`src/rtl/decoder_select_sequencer.sv`:
```
// Select sequencer driving the 2-to-4 active-low decoder stage.
// Ports: clk/rst, en, mode, dwell, mask, step_req -> step_ack, s1:s0, sel_valid, frame_done.
module decoder_select_sequencer #(
  parameter int DWELL_W = 8
) (
  input  logic               clk,
  input  logic               rst,
  input  logic               en,
  input  logic               mode,
  input  logic [DWELL_W-1:0] dwell,
  input  logic [3:0]         mask,
  input  logic               step_req,
  output logic               step_ack,
  output logic               s0,
  output logic               s1,
  output logic               sel_valid,
  output logic               frame_done
);

  typedef enum logic [1:0] {
    IDLE = 2'd0,
    SCAN = 2'd1,
    STEP = 2'd2
  } state_t;

  state_t             state, state_d;
  logic [1:0]         idx, idx_d;
  logic [DWELL_W-1:0] cnt, cnt_d;
  logic               valid_d, ack_d, frame_d;

  logic [1:0] nxt, low, cand;
  logic       wrap;
  logic       all_masked;

  assign all_masked = &mask;

  // Descending search so the smallest offset wins; offset 4 lands back
  // on idx itself, covering the single-unmasked-line case.
  always_comb begin
    nxt  = idx;
    cand = idx;
    for (int i = 4; i >= 1; i--) begin
      cand = idx + i[1:0];
      if (!mask[cand]) nxt = cand;
    end
    wrap = (nxt <= idx);
  end

  always_comb begin
    low = 2'd0;
    for (int i = 3; i >= 0; i--) begin
      if (!mask[i]) low = i[1:0];
    end
  end

  always_comb begin
    state_d = state;
    idx_d   = idx;
    cnt_d   = cnt;
    valid_d = sel_valid;
    ack_d   = 1'b0;
    frame_d = 1'b0;
    if (!en) begin
      state_d = IDLE;
      valid_d = 1'b0;
      cnt_d   = '0;
    end else begin
      unique case (state)
        IDLE: begin
          valid_d = 1'b0;
          if (!all_masked) begin
            idx_d   = low;
            valid_d = 1'b1;
            cnt_d   = '0;
            state_d = mode ? STEP : SCAN;
          end
        end
        SCAN, STEP: begin
          if (all_masked) begin
            state_d = IDLE;
            valid_d = 1'b0;
            cnt_d   = '0;
          end else if (mask[idx]) begin
            // Current line just got masked: leave it immediately.
            idx_d   = nxt;
            frame_d = wrap;
            cnt_d   = '0;
          end else if (mode != (state == STEP)) begin
            state_d = mode ? STEP : SCAN;
            cnt_d   = '0;
          end else if (state == SCAN) begin
            if (cnt >= dwell) begin
              idx_d   = nxt;
              frame_d = wrap;
              cnt_d   = '0;
            end else begin
              cnt_d = cnt + 1'b1;
            end
          end else begin
            // A request is only taken when no ack is pending, so a held
            // request yields one step every two cycles.
            if (step_req && !step_ack) begin
              idx_d   = nxt;
              ack_d   = 1'b1;
              frame_d = wrap;
            end
          end
        end
        default: begin
          state_d = IDLE;
          valid_d = 1'b0;
          cnt_d   = '0;
        end
      endcase
    end
  end

  always_ff @(posedge clk) begin
    if (rst) begin
      state      <= IDLE;
      idx        <= 2'd0;
      cnt        <= '0;
      sel_valid  <= 1'b0;
      step_ack   <= 1'b0;
      frame_done <= 1'b0;
    end else begin
      state      <= state_d;
      idx        <= idx_d;
      cnt        <= cnt_d;
      sel_valid  <= valid_d;
      step_ack   <= ack_d;
      frame_done <= frame_d;
    end
  end

  assign s1 = idx[1];
  assign s0 = idx[0];

endmodule

```
`config.mk`:
```
export PLATFORM = sky130hd
export DESIGN_NAME = decoder_select_sequencer
export DESIGN_NICKNAME = d
export VERILOG_FILES = /design/src/rtl/decoder_select_sequencer.sv
export SDC_FILE = /design/constraint.sdc
export NUM_CORES = 1
export LEC_CHECK = 0
export BUFFER_PORTS_ARGS = -buffer_cell sky130_fd_sc_hd__buf_2
export CAP_MARGIN = 20
export CORE_MARGIN = 5
export CORE_UTILIZATION = 55
export DETAILED_ROUTE_END_ITERATION = 8
export PLACE_DENSITY = 0.86
export SLEW_MARGIN = 20
export SYNTH_ARGS = -nofsm -noshare
export SYNTH_HDL_FRONTEND = slang
export SYNTH_SLANG_ARGS = --single-unit
```
`constraint.sdc`:
```
create_clock -name clk -period 2.6 [get_ports clk]
set_input_delay 0.13 -clock clk [delete_from_list [all_inputs] [get_ports clk]]
set_output_delay 0.13 -clock clk [all_outputs]
set_load 0.05 [all_outputs]
```
==> results.md <==
- Full die area: 3280 µm²
- Vias in the first global route: 1240
- Worst path max stage delay: 500 ps
- Internal: between 0.0003 and 0.0004 W
- Worst setup EP type: register
- Worst flop-to-flop path endpoint: idx[0]
- Sequential power share: 44.5%
- Antenna violations before repair: 0
- CP arrival: roughly 2500 ps
- WHS: 39.4 ps
- Num rows: 17
- Leakage power: 0.615 nW
- Setup CP Type: reg -> reg
- Syn Nets: between 150 and 200
- P_sw: 0.000194 W
- Worst-case reg-to-reg path depth: 8
- CTS sink cnt: 15
- Min-Delay Endpoint: idx[1]
- Synth-to-Final Area Change: 13.1%
- CP required: 2790 ps
- Clk slew on worst S/H paths: 100 ps
- Pwr per Cell Area: 399 nW/µm²
- Ratio of final minimum period to clock period: 88.5%
- FF-to-FF Start: cnt[0]
- Slew headroom: 66.3%
- Placed cells: 201
- Setup TNS: 0 ps
- Die H: 57.3 µm
- Layout cell share with drive strength beyond 1: 18.6%
- Logic pwr share: 29.9%
- DRC: 0
- Mapped Cells: 154
- Synthesized area: 1230 µm²
- Clock Tree Root: clkbuf_4
- Ports: 22
- First-pass GRT wire length: approximately 5300 µm
- Initial DRC count: 34
- Clock power frac: 25.6%
- Hold_sp: rst
- Critical path startpoint category: register
- DP Wirelength: roughly 2400 µm
- Vias/cell: 6.02
- # nets final: 210
- Post-synth EDFFs: 0
- Antenna diodes: 0
- Most used DFF post-synth: dfxtp_1
- Clock Path Buffers: 2
- Tmin final: 2300 ps
- Fmax: 435 MHz
- Sw frac: a little over a third
- Antenna Nets Post-Route: 0
- Number of port buffers: 21
- Commonest non-fill, non-tap cells in the layout: buf_2 (21), nand2_1 (16), inv_1 (15), ha_1 (15), dfxtp_1 (15)
- Gpl congestion: 0.821
- Per-cell routed wire length: 14.5 µm
- Seq/Total Area, Yosys: between 20 and 25%
- Die X: about 57 µm
- Core Area: between 2000 and 2500 µm²
- Pin count of the biggest net entering global routing: 10
- All-Layer GR Usage: 20.4%
- Status: finished clean
- Via count: ~1.2k
- Initial Util: 56.7%
- # setup viols final: 0
- Crit-path cells: inv_1, ha_1, nand2b_1, a2111oi_1, o2111ai_1, a21oi_1, nor2_1, o21ba_2
- Crit path max fanout: 5
- R2R setup slack: 300 ps
- Yosys reg bits: 15
- Final Skew: 3.96 ps
- Maximum vdd drop: roughly 0.00022 V
- Num CTS Buffers: 3
- Count of non-filler cells in the finished layout: slightly above 200
- Worst hold path type: in -> reg
- Routed wire length: 2980 µm
- Total of max-cap violations: 0
- Grt ovf: 0
- Final hold violation count: 0
- Clock latency on the worst-skew pair: 290 ps
- Hold Buf Count CTS: 0
- Synth unique cells: 46
- CTS H-Tree Depth: 1
- Async S/R FF share, synth: 0%
- Slew @ Worst Pin: 503 ps
- Slew Limit Fails: 0
- Synth warn: 0
- Worst Hold Depth: 2
- TritonCTS clock tree: built
- RSZ-0062 raised after global routing: false
- Filler Cells Inserted: a little over 200
- Commonest non-fill, non-tap cell in the layout: buf_2
- Average size of a mapped cell: 7.99 µm²
- CP max-delay cell: a2111oi_1
- First-pass detailed-route iteration total: 4
==> sequential cells by signal, summed over array words and instances (netlist names) <==
register / count
state: 2
cnt: 8
step_ack: 1
frame_done: 1
sel_valid: 1
idx: 2
==> logic make-up (layout without fill, tap and decap cells) <==
logic type	count (synthesis)	in the layout	synth area share, %
xor+xnor	7	7	4.98
compound gates	41	41	22.1
mux	3	3	3.46
fa+ha+maj	15	15	15.2
buf+inv	17	40	5.18
flops	15	15	24.4
simple gates	56	56	24.7
==> cell type report <==
type,instances,area (µm²),share of cell area (%)
inverters,15,56.3,4.04
repair buffers,21,105,7.55
flip-flops and latches,15,300,21.6
clock inverters,1,5.00,0.359
well taps,28,35.0,2.52
clock buffers,3,22.5,1.62
multi-input cells,122,868,62.4
==> metrics by stage <==
stage                     utilization [%]  power [W]  setup slack, ps  cell area, µm²
after floorplan                         -   0.000370              372            1230
after global placement               62.9   0.000408              384            1360
after detailed placement             62.9   0.000415              285            1360
after global routing                 64.2   0.000590             67.6            1390
final                                64.2   0.000556              299            1390
after CTS                            64.1   0.000553              243            1390
==> cells in the mapped netlist (2+ instances only) <==
cell | count | area share [%]
o211ai_1 | 2 | 1.2
nor3b_1 | 2 | 1.2
dfxtp_1 | 15 | 24
o21bai_1 | 2 | 1.2
a31oi_1 | 3 | 1.5
mux2i_1 | 2 | 1.6
a21o_1 | 2 | 1.2
o21a_1 | 2 | 1.2
nor2_1 | 10 | 3.0
nor4_1 | 2 | 1.0
nor2b_1 | 4 | 2.0
inv_1 | 15 | 4.6
a211oi_1 | 2 | 1.2
ha_1 | 15 | 15
clkbuf_1 | 2 | 0.61
nor2_2 | 2 | 1.0
nand2b_1 | 2 | 1.0
nand4_1 | 4 | 2.0
o21ba_2 | 2 | 1.6
a21oi_1 | 12 | 4.9
xor2_1 | 3 | 2.1
nand3_1 | 3 | 1.2
o21ai_0 | 5 | 2.0
nand2_1 | 16 | 4.9
xnor2_1 | 4 | 2.8
==> power by group through the flow <==
stage	logic, W	clock network [W]	registers (W)
after floorplan	0.000102	0	0.000268
after global placement	0.000156	0	0.000252
after detailed placement	0.000163	0	0.000252
after CTS	0.000165	0.000141	0.000247
after global routing	0.000186	0.000155	0.000250
final	0.000166	0.000142	0.000247
==> repair_timing <==
item,CTS,global route
setup endpoints to repair,0,9
resized for setup,0,1
setup buffers,0,0
==> critical path: cells and delay by family, from the launching register on <==
family,cells,cell delay (ps)
and+or+nand+nor,2,240
AOI/OAI and AO/OA,4,1200
DFF,1,420
buffers and inverters,1,70
adders and majority gates,1,260
==> how the worst max path moves through the flow <==
stage	start	end	slack, ps	cells past startpoint
after floorplan	idx[1]	state[1]	370	5
final	cnt[0]	idx[0]	300	8
after global placement	cnt[0]	idx[0]	380	8
after global routing	cnt[0]	idx[0]	70	8
after detailed placement	cnt[0]	idx[0]	290	8
after CTS	cnt[0]	idx[0]	240	8
==> per-layer routing <==
metal / GRT usage [%] / part of all wire [%] / wire length [µm]
met1: 24.3 / 43 / 1280
met2: 34.7 / 48 / 1430
met4: 8.61 / 1.8 / 55
met3: 4.75 / 7.3 / 218
met5: 0 / 0 / 0
Note: power is estimated with default switching activity, not from simulation.
